`config.mk`:
```
export PLATFORM = sky130hd
export DESIGN_NAME = seg_display_arbiter
export DESIGN_NICKNAME = d
export VERILOG_FILES = /design/src/rtl/seg_display_arbiter.sv
export SDC_FILE = /design/constraint.sdc
export NUM_CORES = 1
export LEC_CHECK = 0
export CORE_MARGIN = 5
export CORE_UTILIZATION = 35
export DETAILED_ROUTE_END_ITERATION = 8
export GPL_ROUTABILITY_DRIVEN = 0
export HOLD_SLACK_MARGIN = 0.12
export PLACE_DENSITY_LB_ADDON = 0.05
export SYNTH_ARGS = -nofsm -noshare
export SYNTH_HDL_FRONTEND = slang
export SYNTH_SLANG_ARGS = --single-unit
```
`constraint.sdc`:
```
create_clock -name clk -period 5.1 [get_ports clk]
set_input_delay 1.02 -clock clk [delete_from_list [all_inputs] [get_ports clk]]
set_output_delay 1.02 -clock clk [all_outputs]
set_load 0.02 [all_outputs]
```
`src/rtl/seg_display_arbiter.sv`:
```
// seg_display_arbiter: round-robin owner selection for a shared 4-digit
// seven-segment display. Each grant owns the display for DWELL_CYCLES
// cycles, and the owner's BCD word is latched for the led_driver.
//
// Ports:
//   clk       in   system clock
//   reset     in   synchronous active-high reset
//   req       in   [3:0]  request level per requester
//   req_data  in   [63:0] requester i drives [16i+15:16i]
//   grant     out  [3:0]  one-hot owner, high for the whole dwell window
//   owner     out  [1:0]  index of the current or last owner
//   new_grant out         one-cycle pulse on the first cycle of each grant
//   bcd_op    out  [15:0] latched word for the led_driver bcd input
//   busy      out         high while a window is running
module seg_display_arbiter #(
    parameter int unsigned DWELL_CYCLES = 100_000_000,
    parameter int unsigned CNT_W        = 27
) (
    input  logic        clk,
    input  logic        reset,
    input  logic [3:0]  req,
    input  logic [63:0] req_data,
    output logic [3:0]  grant,
    output logic [1:0]  owner,
    output logic        new_grant,
    output logic [15:0] bcd_op,
    output logic        busy
);

    typedef enum logic {
        ST_IDLE = 1'b0,
        ST_HOLD = 1'b1
    } state_e;

    state_e             state_q, state_d;
    logic [3:0]         grant_q, grant_d;
    logic [1:0]         owner_q, owner_d;
    logic [1:0]         rr_ptr_q, rr_ptr_d;
    logic               new_grant_q, new_grant_d;
    logic [15:0]        bcd_op_q, bcd_op_d;
    logic               busy_q, busy_d;
    logic [CNT_W-1:0]   dwell_cnt_q, dwell_cnt_d;

    logic               win_found;
    logic [1:0]         win_idx;
    logic [1:0]         cand;
    logic               dwell_last;

    // Round-robin search: first active requester after rr_ptr, wrapping so
    // the last owner is considered last.
    always_comb begin
        win_found = 1'b0;
        win_idx   = 2'd0;
        cand      = 2'd0;
        for (int k = 1; k <= 4; k++) begin
            cand = rr_ptr_q + 2'(k);
            if (!win_found && req[cand]) begin
                win_found = 1'b1;
                win_idx   = cand;
            end
        end
    end

    assign dwell_last = (dwell_cnt_q == CNT_W'(DWELL_CYCLES - 1));

    // Next-state and next-output logic.
    always_comb begin
        state_d     = state_q;
        grant_d     = grant_q;
        owner_d     = owner_q;
        rr_ptr_d    = rr_ptr_q;
        new_grant_d = 1'b0;
        bcd_op_d    = bcd_op_q;
        busy_d      = busy_q;
        dwell_cnt_d = dwell_cnt_q;

        if ((state_q == ST_IDLE) || dwell_last) begin
            if (win_found) begin
                // Start a fresh window; a re-grant to the same owner keeps
                // grant high without a gap but still recaptures data.
                state_d     = ST_HOLD;
                grant_d     = 4'b0001 << win_idx;
                owner_d     = win_idx;
                rr_ptr_d    = win_idx;
                new_grant_d = 1'b1;
                bcd_op_d    = req_data[{win_idx, 4'b0000} +: 16];
                busy_d      = 1'b1;
                dwell_cnt_d = '0;
            end else begin
                // No requester: release the display but keep the last word.
                state_d     = ST_IDLE;
                grant_d     = 4'b0000;
                busy_d      = 1'b0;
                dwell_cnt_d = '0;
            end
        end else begin
            dwell_cnt_d = dwell_cnt_q + CNT_W'(1);
        end
    end

    // State and output registers.
    always_ff @(posedge clk) begin
        if (reset) begin
            state_q     <= ST_IDLE;
            grant_q     <= 4'b0000;
            owner_q     <= 2'd0;
            rr_ptr_q    <= 2'd3;
            new_grant_q <= 1'b0;
            bcd_op_q    <= 16'h0000;
            busy_q      <= 1'b0;
            dwell_cnt_q <= '0;
        end else begin
            state_q     <= state_d;
            grant_q     <= grant_d;
            owner_q     <= owner_d;
            rr_ptr_q    <= rr_ptr_d;
            new_grant_q <= new_grant_d;
            bcd_op_q    <= bcd_op_d;
            busy_q      <= busy_d;
            dwell_cnt_q <= dwell_cnt_d;
        end
    end

    assign grant     = grant_q;
    assign owner     = owner_q;
    assign new_grant = new_grant_q;
    assign bcd_op    = bcd_op_q;
    assign busy      = busy_q;

endmodule

```
==> reports/results.tsv <==
stage	metric	value	unit
clock_tree	clockBufferDepth	2	
power	pwr_density_cell	246	nW/um2
timing	tns	0	ns
layout	final_nets	421	
synthesis	async_reset_ff_share	0	%
timing	finalSetupViolCount	0	
grt	grt_max_degree	38	
die	dieWidth	97.7	um
synthesis	synth-xor-area-share	8.13	%
routing	wirelength	7.16	mm
worst_setup_path	slowest_delay	0.82	ns
synthesis	synth_top_family_by_area	simple AND/OR/NAND/NOR gates	
routing	wl_per_cell	15.8	um
routing	drt_iter0_markers	56	
grt	grt_pass1_wl	12.0	mm
worst_setup_path	cp.required	5.25	ns
worst_setup_path	crit_path_end_kind	flip-flop	
synthesis	yosys.area.top_type	dfxtp_1	
power	internal_power	0.691	mW
grt	antenna_found_initial	0	
synthesis	syn_area_per_cell	9.97	um2
synthesis	synth_area	2690	um2
power	switching_share	25.9	%
timing	max_slew_margin	20.7	%
routing	drt_first_pass_iters	4	
worst_setup_path	timing.setup.critical_path_class	flip-flop to flip-flop	
synthesis	yosysWarnings	0	
power	leakage	1.57	nW
place	port_buffers	93	
clock_tree	cts-hold-fix-buffers	0	
die	die-area	9550	um2
synthesis	synthFlopType	dfxtp_1	
synthesis	synth_edf_count	0	
synthesis	synth.distinct_cells	35	
die	initial_core_util	35.4	%
clock_tree	clk_pin_slew	0.10	ns
clock_tree	clockRootBuffer	clkbuf_8	
timing	rsz0062_at_grt	false	
die	num_io_pins	94	
timing	fin_crit	3.19	ns
worst_setup_path	cp_slowest_cell	nand2_1	
synthesis	synth.area.mux_share	13.8	%
routing	via_per_inst	5.29	
synthesis	synth-simple-area-share	18.4	%
worst_setup_path	path_cells	or4_1, or4b_1, o31a_1, nand2_1, nor2_1	
die	core_area	7610	um2
clock_tree	htree_num_levels	2	
timing	hold_ws	0.458	ns
place	place_area	3690	um2
grt	grt_pass1_vias	2505	
worst_setup_path	cp.arrival	3.35	ns
routing	vias	2395	
worst_setup_path	cp_max_fo	27	
clock_tree	insertion_delay	0.30	ns
worst_setup_path	crit_path_start_kind	flip-flop	
synthesis	synthTopCellsByCount	53 x dfxtp_1, 30 x nor2_1, 18 x clkbuf_1, 17 x nand3_1	
timing	clock_skew	0.00822	ns
layout	drive_gt1_share	9.12	%
routing	final_antenna_net_count	0	
routing	drc	0	
worst_setup_path	worst-path-buf-inv	0	
synthesis	synth_cells	270	
place	dpl.hpwl	5.05	mm
worst_setup_path	critPathTopFamily	simple AND/OR/NAND/NOR gates	
power	power.switching	0.241	mW
synthesis	ys_ff_latch	53	
timing	hold_viol	0	
timing	max_freq	313	MHz
power	ir_drop	0.000114	V
power	pwr-share-comb	24.2	%
synthesis	synthTopCellsByArea	dfxtp_1 39%, mux4_2 13%, a41o_1 5.9%, o211a_1 5.9%, xnor2_1 4.2%	
timing	tightest_slew	1.19	ns
die	die_y	97.7	um
run_status	outcome	complete, no violations	
synthesis	synth_top_area_share	39.4	%
grt	grt-ovfl-total	0	
synthesis	synth_compound_area_share	15.8	%
layout	fillCellCount	701	
clock_tree	cts_buffers	5	
synthesis	synth_nets	341	
clock_tree	cts_setup_buffers	0	
timing	final-max-slew-violation-count	0	
synthesis	synthAdderAreaFrac	0.465	%
clock_tree	cts-resized-gates	0	
run	drv_cap	0	
power	clkPwrFrac	27.9	%
layout	insertedDiodeCount	0	
synthesis	ys_seq_area_share	39.4	%
clock_tree	cts_sinks	53	
die	row_count	32	
power	p_seq_share	47.9	%
timing	fin_crit_sh	62.6	%
clock_tree	cts_tree	done	
hold_path	worstHoldPathType	flip-flop to flip-flop	
grt	grt.total_usage	15.0	%
layout	areaGrowthSynthToFinish	40.7	%
layout	final_util	49.8	%
layout	final_area	3790	um2
synthesis	yosys.cell_count.top_type	dfxtp_1	
-- cell type report --
class / count / area [um2] / area share [%]
clock inverters: 1 / 5.00 / 0.132
well taps: 102 / 128 / 3.37
clock buffers: 7 / 96.3 / 2.54
flip-flops and latches: 53 / 1060 / 28.0
inverters: 4 / 15.0 / 0.396
repair buffers: 95 / 946 / 25.0
multi-input cells: 191 / 1540 / 40.6
-- kinds of logic after synthesis --
group / after synthesis
simple gates: 98
xor+xnor: 25
mux: 17
compound gates: 50
flops: 53
fa+ha+maj: 1
buf+inv: 26
-- placed cells by master (no fill, tap or decap), types with 2 or more instances in the layout --
master | netlist | final
a41o_1 | 16 | 16
o21ai_0 | 3 | 3
a21oi_1 | 11 | 10
xnor2_1 | 13 | 13
nor4_1 | 5 | 4
nand2_1 | 15 | 15
nand3_1 | 17 | 17
nand4_1 | 4 | 4
o211a_1 | 16 | 16
clkdlybuf4s50_1 | 0 | 93
and3_1 | 8 | 8
and4_1 | 3 | 3
dfxtp_1 | 53 | 53
clkbuf_8 | 0 | 7
and2_1 | 3 | 3
nor2_1 | 30 | 30
xor2_1 | 12 | 12
buf_4 | 0 | 2
nor3_1 | 4 | 4
or4b_1 | 2 | 2
or4_1 | 2 | 2
mux4_2 | 16 | 16
inv_1 | 3 | 3
-- routing by layer --
layer | vias up | part of all wire (%) | global-route usage, %
li1 | 1172 | - | -
met1 | 1147 | 44 | 18.6
met2 | 74 | 48 | 25.6
met3 | 2 | 7.1 | 4.67
met4 | 0 | 0.50 | 3.19
met5 | - | 0 | 0
-- path summary, 6_finish.rpt --
check	from	end	slack (ns)	cells after the start
setup / recovery	dwell_cnt_q[12]	dwell_cnt_q[21]	1.91	5
hold / removal	grant[3]	grant[3]	0.46	2
hold reg to reg	grant[3]	grant[3]	0.46	2
setup reg to reg	dwell_cnt_q[12]	dwell_cnt_q[21]	1.91	5
-- power by group through the flow --
stage	combinational, mW	clock, mW	sequential [mW]
2_1_floorplan	0.100	0	0.475
3_3_place_gp	0.228	0	0.454
3_5_place_dp	0.228	0	0.456
4_1_cts	0.229	0.270	0.446
5_1_grt	0.243	0.283	0.449
6_report	0.226	0.260	0.446
-- per-stage QoR --
step	power (mW)	setup WS, ns	instances
after floorplan	0.576	2.19	270
after global placement	0.683	1.62	445
after detailed placement	0.683	1.58	445
after CTS	0.946	1.90	453
after global routing	0.975	1.73	453
final	0.931	1.91	453
-- worst reg2reg max path, stage by stage, from the launching register on --
cell and delay [ns]:
dfxtp_1 0.36, or4_1 0.53, or4b_1 0.57, o31a_1 0.64, nand2_1 0.82, nor2_1 0.12
-- sequential cells by signal (all words and copies together) (netlist names) --
| name | flops |
|---|---|
| owner | 2 |
| rr_ptr_q | 2 |
| busy | 1 |
| dwell_cnt_q | 27 |
| grant | 4 |
| bcd_op | 16 |
| new_grant | 1 |
No activity file was read; power rests on OpenSTA's default activity.
